## config.mk

```make
export PLATFORM = sky130hd
export DESIGN_NAME = io_out_display
export DESIGN_NICKNAME = d
export VERILOG_FILES = /design/src/rtl/io_out_display.sv
export SDC_FILE = /design/constraint.sdc
export NUM_CORES = 1
export LEC_CHECK = 0
export ABC_AREA = 1
export CAP_MARGIN = 0
export CORE_MARGIN = 1
export CORE_UTILIZATION = 47
export CTS_CLUSTER_DIAMETER = 60
export CTS_CLUSTER_SIZE = 14
export DETAILED_ROUTE_END_ITERATION = 10
export GPL_TIMING_DRIVEN = 0
export HOLD_SLACK_MARGIN = 0.05
export PLACE_DENSITY = 0.89
export SETUP_SLACK_MARGIN = 0.1
export SLEW_MARGIN = 20
export SYNTH_ARGS = -nofsm -noshare
export SYNTH_HDL_FRONTEND = slang
export SYNTH_SLANG_ARGS = --single-unit
```

## constraint.sdc

```tcl
create_clock -name clock -period 3.7 [get_ports clock]
set_input_delay 0.74 -clock clock [delete_from_list [all_inputs] [get_ports clock]]
set_output_delay 0.74 -clock clock [all_outputs]
set_load 0.01 [all_outputs]
```

## src/rtl/io_out_display.sv

```systemverilog
// Output display stage: three CPU output ports shown as two decimal digits each on
// six active-low seven-segment displays, refreshed round-robin by one shared converter.
module io_out_display (
    input  logic        clock,
    input  logic        resetn,
    input  logic [31:0] out_port0,
    input  logic [31:0] out_port1,
    input  logic [31:0] out_port2,
    output logic [6:0]  hex0,
    output logic [6:0]  hex1,
    output logic [6:0]  hex2,
    output logic [6:0]  hex3,
    output logic [6:0]  hex4,
    output logic [6:0]  hex5,
    output logic        frame_done
);

    localparam int          W        = 7;
    localparam logic [6:0]  SEG_ZERO = 7'b1000000;
    localparam logic [6:0]  SEG_DASH = 7'b0111111;

    typedef enum logic [1:0] {
        LOAD,
        SHIFT,
        STORE
    } state_e;

    state_e         state_q;
    logic [1:0]     ch_q;
    logic           ovf_q;
    logic [W-1:0]   bin_q;
    logic [7:0]     bcd_q;
    logic [2:0]     cnt_q;
    logic [6:0]     hex0_q, hex1_q, hex2_q, hex3_q, hex4_q, hex5_q;
    logic           frame_done_q;

    logic [31:0]    sel_port;
    logic [7:0]     bcd_adj;
    logic [6:0]     tens_seg;
    logic [6:0]     ones_seg;

    function automatic logic [6:0] seg7(input logic [3:0] d);
        case (d)
            4'd0:    seg7 = 7'b1000000;
            4'd1:    seg7 = 7'b1111001;
            4'd2:    seg7 = 7'b0100100;
            4'd3:    seg7 = 7'b0110000;
            4'd4:    seg7 = 7'b0011001;
            4'd5:    seg7 = 7'b0010010;
            4'd6:    seg7 = 7'b0000010;
            4'd7:    seg7 = 7'b1111000;
            4'd8:    seg7 = 7'b0000000;
            4'd9:    seg7 = 7'b0010000;
            default: seg7 = 7'b1111111;
        endcase
    endfunction

    // NOTE: every always_comb output gets a default first so no path can infer a latch.
    always_comb begin
        sel_port = out_port0;
        case (ch_q)
            2'd1:    sel_port = out_port1;
            2'd2:    sel_port = out_port2;
            default: sel_port = out_port0;
        endcase

        // Shift-add-3: correct each BCD nibble before it is doubled.
        bcd_adj = bcd_q;
        if (bcd_q[3:0] >= 4'd5) bcd_adj[3:0] = bcd_q[3:0] + 4'd3;
        if (bcd_q[7:4] >= 4'd5) bcd_adj[7:4] = bcd_q[7:4] + 4'd3;

        tens_seg = ovf_q ? SEG_DASH : seg7(bcd_q[7:4]);
        ones_seg = ovf_q ? SEG_DASH : seg7(bcd_q[3:0]);
    end

    // NOTE: sequential state uses non-blocking assignments only, so every register
    // sees the pre-edge values of the others regardless of statement order.
    always_ff @(posedge clock or negedge resetn) begin
        if (!resetn) begin
            state_q      <= LOAD;
            ch_q         <= 2'd0;
            ovf_q        <= 1'b0;
            bin_q        <= '0;
            bcd_q        <= '0;
            cnt_q        <= '0;
            hex0_q       <= SEG_ZERO;
            hex1_q       <= SEG_ZERO;
            hex2_q       <= SEG_ZERO;
            hex3_q       <= SEG_ZERO;
            hex4_q       <= SEG_ZERO;
            hex5_q       <= SEG_ZERO;
            frame_done_q <= 1'b0;
        end else begin
            frame_done_q <= 1'b0;
            case (state_q)
                LOAD: begin
                    // Full-width compare so large values show dashes, not their low bits.
                    ovf_q   <= (sel_port > 32'd99);
                    bin_q   <= sel_port[W-1:0];
                    bcd_q   <= '0;
                    cnt_q   <= '0;
                    state_q <= SHIFT;
                end
                SHIFT: begin
                    {bcd_q, bin_q} <= {bcd_adj[6:0], bin_q, 1'b0};
                    cnt_q          <= cnt_q + 3'd1;
                    if (cnt_q == 3'(W - 1)) state_q <= STORE;
                end
                STORE: begin
                    case (ch_q)
                        2'd0: begin
                            hex1_q <= tens_seg;
                            hex0_q <= ones_seg;
                        end
                        2'd1: begin
                            hex3_q <= tens_seg;
                            hex2_q <= ones_seg;
                        end
                        default: begin
                            hex5_q <= tens_seg;
                            hex4_q <= ones_seg;
                        end
                    endcase
                    if (ch_q == 2'd2) begin
                        ch_q         <= 2'd0;
                        frame_done_q <= 1'b1;
                    end else begin
                        ch_q <= ch_q + 2'd1;
                    end
                    state_q <= LOAD;
                end
                default: state_q <= LOAD;
            endcase
        end
    end

    assign hex0       = hex0_q;
    assign hex1       = hex1_q;
    assign hex2       = hex2_q;
    assign hex3       = hex3_q;
    assign hex4       = hex4_q;
    assign hex5       = hex5_q;
    assign frame_done = frame_done_q;

endmodule

```

Word level (Yosys, flattened, before mapping)
Memory sizes are Yosys's and may differ from the RTL's.
Index checks and enable logic that the tools add are counted.
Storage, ports and cells
  ROM bits: 224
  logic and storage cells: 49
  memories: 2
  register bits after elaboration: 66
  output and inout port bits: 43
  input port bits: 98
Cells by class
  reductions and logical operators: 7
  bitwise gates (word level): 1
  eq/ne operators: 6
  muxes and demuxes: 13
  add/sub/neg operators: 4
  $lt $le $gt $ge: 3
Memory list
  (no name shown): depth 16, bits a word 7, rd ports 1, clocked after Yosys merged registers in 0, wr ports 0, RTL line 43  | case (d)
  (no name shown): depth 16, bits a word 7, rd ports 1, clocked after Yosys merged registers in 0, wr ports 0, RTL line 43
Operator list (count)
  one-hot mux 32 bit (2 select lines): 1
  > comparator 32 x 7 -> 1 bit, second input constant: 1
  one-hot mux 8 bit (2 select lines): 1
  2-to-1 mux 7 bit: 2
  one-hot mux 7 bit (2 select lines): 1
  >= comparator 4 x 3 -> 1 bit, second input constant: 2
  one-hot mux 3 bit (2 select lines): 1
  AND reduction 2 bit: 3
  adder 4 x 2 -> 4 bit, second input constant: 1
  equality test 2 x 1 -> 1 bit, second input constant: 2
  equality test 2 bit, second input constant: 2
  zero test 2 bit: 2
  2-to-1 mux 2 bit: 2
  2-to-1 mux 4 bit: 1
  one-hot mux 2 bit (2 select lines): 1
  adder 3 x 1 -> 3 bit, second input constant: 1
  adder 3 x 2 -> 3 bit, second input constant: 1
  equality test 3 bit, second input constant: 1
  2-to-1 mux 3 bit: 1
  adder 2 x 1 -> 2 bit, second input constant: 1
  2-to-1 mux 1 bit: 2
  != test 2 bit, second input constant: 1
  nonzero test 2 bit: 1
  OR reduction 2 bit: 1
  NOT 1 bit: 1

Longest topological paths before layout
Gate-level depths: netlist of the first run.
  depth in word-level cells: 4
  mapped depth: 11
  gate-level depth less buffers: 10

Least setup slack after synthesis of the first run
Ideal clock, no wire load.
  path type: flip-flop to flip-flop
  start point: reg ch_q[0]
  end point: reg ovf_q
  period minus slack after synthesis: 1654 ps
  buffers on the path: 2
  data required time: 3583 ps
  library setup time: 117 ps
  stages on the path, launching flop included: 11
  arrival time: 1537 ps
  slack: 2046 ps
  cells stage by stage: dfrtp_1 inv_1 ha_1 buf_2 buf_1 o21ai_0 nand3_1 nand2_1 nand2_1 nor2_1 nor2_1
Between the ends
  cells in the longest elaborated chain, start to end: 3
  elaborated cells on any way between the ends: 4
  those cells by class: order compare: 1; eq/ne: 2; mux: 1
Ends and longest elaborated chain
  start: declaration: RTL line 29  | logic [1:0] ch_q;
  start signal: assignment: RTL line 128  | ch_q <= ch_q + 2'd1;
  equality test 2 bit or equality test 2 x 1 -> 1 bit (tied branches): RTL line 61  | case (ch_q)
  one-hot mux 32 bit (2 select lines) (*): RTL line 61
  > comparator 32 x 7 -> 1 bit (*): RTL line 98  | ovf_q <= (sel_port > 32'd99);
  end signal: assignment: RTL line 98
  end: declaration: RTL line 30  | logic ovf_q;
Mark *: on every way between the ends. The rest lies on a longest branch, timed or not.
A chain may end at the register's enable or synchronous reset.

Worst setup path after layout of the first run
  start point: reg hex2_q[6] (netlist: hex2[6])
  end point: out hex2[6]
RTL lines
  start: declaration: RTL line 34  | logic [6:0] hex0_q, hex1_q, hex2_q, hex3_q, hex4_q, hex5_q;
  start signal: assignment: RTL line 117  | hex2_q <= ones_seg;
  end: declaration: RTL line 11  | output logic [6:0] hex2,
No word-level cell between the ends.

==> flow_metrics.tcl, run 1 <==
set metrics [dict create \
    synth_nets 564 \
    power_mw 1.483 \
    period_needed_ns 2.142 \
    yosysWarnings 0 \
    place.gp.congestion 0.9156 \
    finalCritPeriodShare_pct 57.88 \
    routed_wl_um 9696 \
    ys_types 32 \
    tightestPinTransition_ns 0.4916 \
    maxSlewViolCount 0 \
    final_hold_viol_count 0 \
    die_area_um2 7817 \
    cts_buffers 9 \
    p_per_area_nw_per_um2 282.3 \
    cp_slowest_stage_delay_ns 0.54 \
    dr.pass1.iters 4 \
    syn_area_um2 3510 \
    startpoint_type "register" \
    synth.avg_cell_area_um2 7.799 \
    synth_top_area_share_pct 42.78 \
    clock.fmax_mhz 466.9 \
    syn_inst 450 \
    io_buffer_count 140 \
    endpoint_kind "primary output" \
    hold_ws_ns 0.2787 \
    hold_class "in -> async" \
    fill_cells 565 \
    wl_per_cell_um 13.73 \
    clkSlewWorstSetupHoldPaths_ns 0.07 \
    h-tree-depth 3 \
    fin_area_um2 5254 \
    areaGrowthSynthToFinish_pct 49.70 \
    critPathKind "reg -> out" \
    die_h_um 88.42 \
    synthFlopType "dfrtp_1" \
    synth-edff-count 0 \
    max_cap_viol_count 0 \
    peakVddDrop_mv 0.2274 \
    drt_iter0_drc 214 \
    fp.dieW_um 88.42 \
    grt_antenna_before_repair 0 \
    cts_resized 0 \
    cts_setup_buffers 0 \
    grt_use_total_pct 26.19 \
    finalSetupViolCount 0 \
    drc 0 \
    worstPathCellList "clkdlybuf4s50_1" \
    nets 716 \
    skew_ns 0.008141 \
    synthArstFlopShare_pct 100.0 \
    use_met1_pct 28.65 \
    root_buffer "clkbuf_8" \
    vias 3617 \
    clk_latency_ns 0.34 \
    cts.sinks 66 \
    arrival_ns 1.40 \
    p_leak_nw 2.305 \
    grt_max_degree 48 \
    busiest_layer "met2" \
    viasPerCell 5.123 \
    cp.required_ns 2.96 \
    drive_gt1_share_pct 8.072 \
    synth_area_leaders "dfrtp_1 (43%), nand2_1 (18%), nor2_1 (6.7%)" \
    ctsHoldBuffers 0 \
    outcome "finished, final reports clean" \
    drtAntennaViolNets 0 \
    grt_pass1_vias 3544 \
    slowest_stage "dfstp_2" \
    max_slew_margin_pct 66.88 \
    start_util_pct 48.39 \
    cts_buffer_depth 2 \
    diodes 0 \
    grt_pass1_wl_um 15620 \
    core_area_um2 7253 \
    dp_hpwl_um 7591 \
    rows 31 \
    ys_seq_area_share_pct 47.27 \
    path_buf_inv 1 \
    use_met3_pct 6.250 \
    tns_ns 0 \
    rsz0062_at_grt "no" \
    io_pins 141 \
    synth_top_area_cell "dfrtp_1" \
    use_met2_pct 47.27 \
    grt_overflow_total 0 \
    ys_seq_elements 66 \
    cts_tree "built" \
    post_dp_cell_area_um2 5060 \
    path_max_fanout 2 \
    crit_family "flip-flops" \
]
## per-layer routing
layer	vias up	share of wire, %	routed length (um)
li1	1760	-	-
met1	1657	37	3635
met2	172	53	5128
met3	28	6.8	663
met4	0	2.8	269
met5	-	0	0
## per-stage QoR
stage          instances  setup slack [ns]  util (%)
2_1_floorplan        450             2.046         -
3_3_place_gp         689           -0.1425     69.42
3_5_place_dp         690             1.696     69.76
4_1_cts              706             1.538     72.43
5_1_grt              706             1.505     72.43
6_report             706             1.558     72.43
## logic make-up (layout without fill, tap and decap cells)
logic type | count (synthesis) | in the layout | share of synthesized area, %
AOI/OAI and AO/OA | 64 | 64 | 10.84
adders and majority gates | 16 | 16 | 5.704
DFF | 66 | 66 | 47.27
muxes | 4 | 4 | 1.283
and+or+nand+nor | 255 | 255 | 29.27
xor gates and xnor gates | 1 | 1 | 0.2496
buffers and inverters | 44 | 201 | 5.383
## placed cells by master (no fill, tap or decap), drive strengths merged
| cell | n |
|---|---|
| xor2 | 1 |
| o22ai | 3 |
| nor2 | 66 |
| or2 | 2 |
| nand4 | 2 |
| a31oi | 7 |
| clkinv | 6 |
| o211ai | 13 |
| nand3 | 15 |
| clkinvlp | 1 |
| o221ai | 2 |
| ha | 16 |
| nor3 | 3 |
| a21oi | 9 |
| bufinv | 1 |
| dfstp | 6 |
| buf | 13 |
| o21ai | 30 |
| dfrtp | 60 |
| mux2 | 4 |
| clkbuf | 11 |
| nand2 | 167 |
| clkdlybuf4s50 | 139 |
| inv | 30 |
## worst reg2reg max path: cells and delay by family, from the launching register on
| kind | cells | cell delay, ns |
|---|---|---|
| AO/OA/AOI/OAI | 1 | 0.31 |
| buffers and inverters | 3 | 0.50 |
| flip-flops | 1 | 0.40 |
| adder cells (fa/ha/maj) | 1 | 0.28 |
| AND/OR/NAND/NOR | 5 | 0.37 |
## registers in the layout, summed over array words and instances (netlist names)
signal / count
bcd_q: 8
bin_q: 7
hex0: 7
hex1: 7
hex2: 7
hex3: 7
hex4: 7
hex5: 7
cnt_q: 3
ch_q: 2
state_q: 2
frame_done: 1
ovf_q: 1
## cells in the mapped netlist (4+ instances only)
cell type	instances
a21oi_1	7
a31oi_1	7
buf_2	8
dfrtp_1	60
dfstp_2	6
ha_1	16
inv_1	26
mux2_2	4
nand2_1	167
nand3_1	15
nor2_1	63
o211ai_1	13
o21ai_0	30
## report_power, final
| part | switching [mW] | total (mW) | internal, mW | leakage, nW |
|---|---|---|---|---|
| sequential | 0.00395 | 0.729 | 0.726 | 0.672 |
| clock | 0.281 | 0.590 | 0.309 | 0.0990 |
| combinational | 0.0549 | 0.164 | 0.109 | 1.53 |
| total | 0.339 | 1.48 | 1.14 | 2.31 |
## area by class of cell
cell class	count	area [um^2]	area share [%]
plain buffers	13	70.07	1.334
repair buffers	141	1426	27.15
inverters	31	118.9	2.262
well taps	99	123.9	2.358
multi-input cells	340	1662	31.63
flip-flops and latches	66	1659	31.58
clock buffers	9	123.9	2.358
clock inverters	7	70.07	1.334
## worst paths after layout
path	slack (ns)	cells past startpoint	from	endpoint
max in group asynchronous	2.86	2	resetn	hex5[6]$_DFFE_PN1P_
min in group clock	0.48	2	hex1[2]$_DFFE_PN0P_	hex1[2]$_DFFE_PN0P_
max	1.56	1	hex2[6]$_DFFE_PN1P_	hex2[6]
min	0.28	1	resetn	bin_q[2]$_DFFE_PN0P_
min reg2reg	0.48	2	hex1[2]$_DFFE_PN0P_	hex1[2]$_DFFE_PN0P_
max reg2reg	1.73	10	ch_q[0]$_DFFE_PN0P_	ovf_q$_DFFE_PN0P_
Note: power is estimated with default switching activity, not from simulation.
==> inputs of run 2 (changes only) <==
- CORE_UTILIZATION: 47 -> 39
- PLACE_DENSITY: 0.89 -> 0.79
- clock period: 3.7 -> 1.8 ns (I/O delays scaled with it)
==> flow_metrics.tcl, run 2 (synthesis results as in run 1) <==
set metrics [dict create \
    outcome "finished, final reports clean" \
    fp.dieW_um 96.87 \
    maxSlewViolCount 0 \
    grt_overflow_total 0 \
    tns_ns 0 \
    h-tree-depth 3 \
    slowest_stage "dfrtp_1" \
    dp_hpwl_um 7461 \
    cpMostUsedCell "buf_4" \
    hold_class "reg -> reg" \
    drtAntennaViolNets 0 \
    io_buffer_count 140 \
    rows 34 \
    grt_antenna_before_repair 0 \
    path_buf_inv 3 \
    switching_share_pct 21.00 \
    diodes 0 \
    areaGrowthSynthToFinish_pct 53.05 \
    final_hold_viol_count 0 \
    path_max_fanout 10 \
    core_area_um2 8721 \
    endpoint_kind "register" \
    routed_wl_um 9460 \
    layout_commonest_cell "nand2_1" \
    instances_no_fill 721 \
    largest_reg_flops 8 \
    place.gp.congestion 0.8378 \
    dr.pass1.iters 6 \
    grt_pass1_wl_um 16060 \
    p_switching_mw 0.6462 \
    io_pins 141 \
    pwr-share-seq_pct 48.8 \
    viasPerCell 4.899 \
    drc 0 \
    die_h_um 96.87 \
    max_slew_margin_pct 71.00 \
    p_per_area_nw_per_um2 573.0 \
    cts.sinks 66 \
    skew_ns 0.006151 \
    vias 3532 \
    grt_pass1_vias 3632 \
    cts_buffers 9 \
    root_buffer "clkbuf_8" \
    die_area_um2 9383 \
    clock.fmax_mhz 615.8 \
    dp_cells 699 \
    final_cell_mix "nand2_1 (166), clkdlybuf4s50_1 (133), nor2_1 (61), dfrtp_1 (60), o21ai_0 (26)" \
    clock_power_share_pct 40.2 \
    critPathKind "reg -> reg" \
    cp.required_ns 2.02 \
    regMostFlops "bcd_q" \
    tightestPinTransition_ns 0.4350 \
    max_cap_viol_count 0 \
    wl_per_cell_um 13.12 \
    startpoint_type "register" \
    grt_max_degree 40 \
    crit_family "buffers and inverters" \
    clkSlewWorstSetupHoldPaths_ns 0.07 \
    worstPathCellList "inv_2 -> ha_2 -> buf_4 -> nor3_4 -> buf_4 -> mux2_2" \
    peakVddDrop_mv 0.4023 \
    grt_use_total_pct 21.21 \
    p_leak_nw 2.368 \
    cp_slowest_stage_delay_ns 0.38 \
    period_needed_ns 1.624 \
    fill_cells 769 \
    drive_gt1_share_pct 10.93 \
    rsz0062_at_grt "yes" \
    cts_tree "built" \
    intPower_mw 2.431 \
    arrival_ns 1.85 \
    finalCritPeriodShare_pct 90.22 \
    start_util_pct 40.24 \
    nets 722 \
    combPwrFrac_pct 11.0 \
    cts_buffer_depth 2 \
    finalSetupViolCount 0 \
    drt_iter0_drc 176 \
    clk_latency_ns 0.34 \
]
-- run 2: through the flow --
| stage | power, mW | hold slack [ns] | area, um^2 | util [%] | setup WS (ns) |
|---|---|---|---|---|---|
| CTS | 3.102 | 0.4820 | 5284 | 60.59 | 0.03149 |
| floorplan | 1.598 | 0.06441 | 3510 | - | 0.1464 |
| finish | 3.078 | 0.4775 | 5371 | 61.59 | 0.1760 |
| global placement | 1.850 | 0.4609 | 5046 | 57.86 | -1.656 |
| detailed placement | 1.863 | 0.3102 | 5064 | 58.06 | -0.07289 |
| global route | 3.216 | 0.5067 | 5371 | 61.59 | 0.04501 |
-- run 2: power by group through the flow --
| stage | clock network (mW) | registers, mW | logic [mW] |
|---|---|---|---|
| floorplan | 0 | 1.53 | 0.0722 |
| global placement | 0 | 1.53 | 0.323 |
| detailed placement | 0 | 1.53 | 0.336 |
| CTS | 1.26 | 1.50 | 0.339 |
| global route | 1.34 | 1.50 | 0.374 |
| finish | 1.24 | 1.50 | 0.338 |
-- run 2: what timing repair did --
action | in CTS | in global routing
gates resized for setup | 11 | 28
hold buffers | 1 | 0
endpoints found under the hold margin | 22 | 0
setup endpoints to repair | 25 | 36
pin swaps | 1 | 1
setup buffers | 2 | 3
-- run 2: area by class of cell --
class	instances	area [um^2]	share of cell area, %
multi-input combinational	340	1708	31.80
sequential	66	1659	30.89
timing repair buffer	147	1459	27.16
clock buffer	14	162.7	3.028
tap	108	135.1	2.516
inverter	31	118.9	2.213
buffer	13	93.84	1.747
clock inverter	2	35.03	0.6522
-- run 2: worst min-delay path: cells and delay by family (launching register included) --
family / cells / cell delay (ns)
and+or+nand+nor: 2 / 0.10
DFF: 1 / 0.34
-- run 2: metal layers --
metal  vias up  wire, um  global-route usage [%]
met4         0       237                   9.414
met2       139      4823                   38.24
met1      1611      3911                   23.97
met5         -         0                       0
li1       1763         -                       -
met3        19       488                   4.408
-- run 2: path summary, 6_finish.rpt --
| check | startpoint | endpoint | slack (ns) | cells past startpoint |
|---|---|---|---|---|
| max | ch_q[1]$_DFFE_PN0P_ | hex5[5]$_DFFE_PN0P_ | 0.18 | 6 |
| min | hex2[1]$_DFFE_PN0P_ | hex2[1]$_DFFE_PN0P_ | 0.48 | 2 |
| max reg2reg | ch_q[1]$_DFFE_PN0P_ | hex5[5]$_DFFE_PN0P_ | 0.18 | 6 |
| min reg2reg | hex2[1]$_DFFE_PN0P_ | hex2[1]$_DFFE_PN0P_ | 0.48 | 2 |
| max in group asynchronous | resetn | hex4[6]$_DFFE_PN1P_ | 0.73 | 3 |
| min in group asynchronous | resetn | hex5[0]$_DFFE_PN0P_ | 0.49 | 2 |
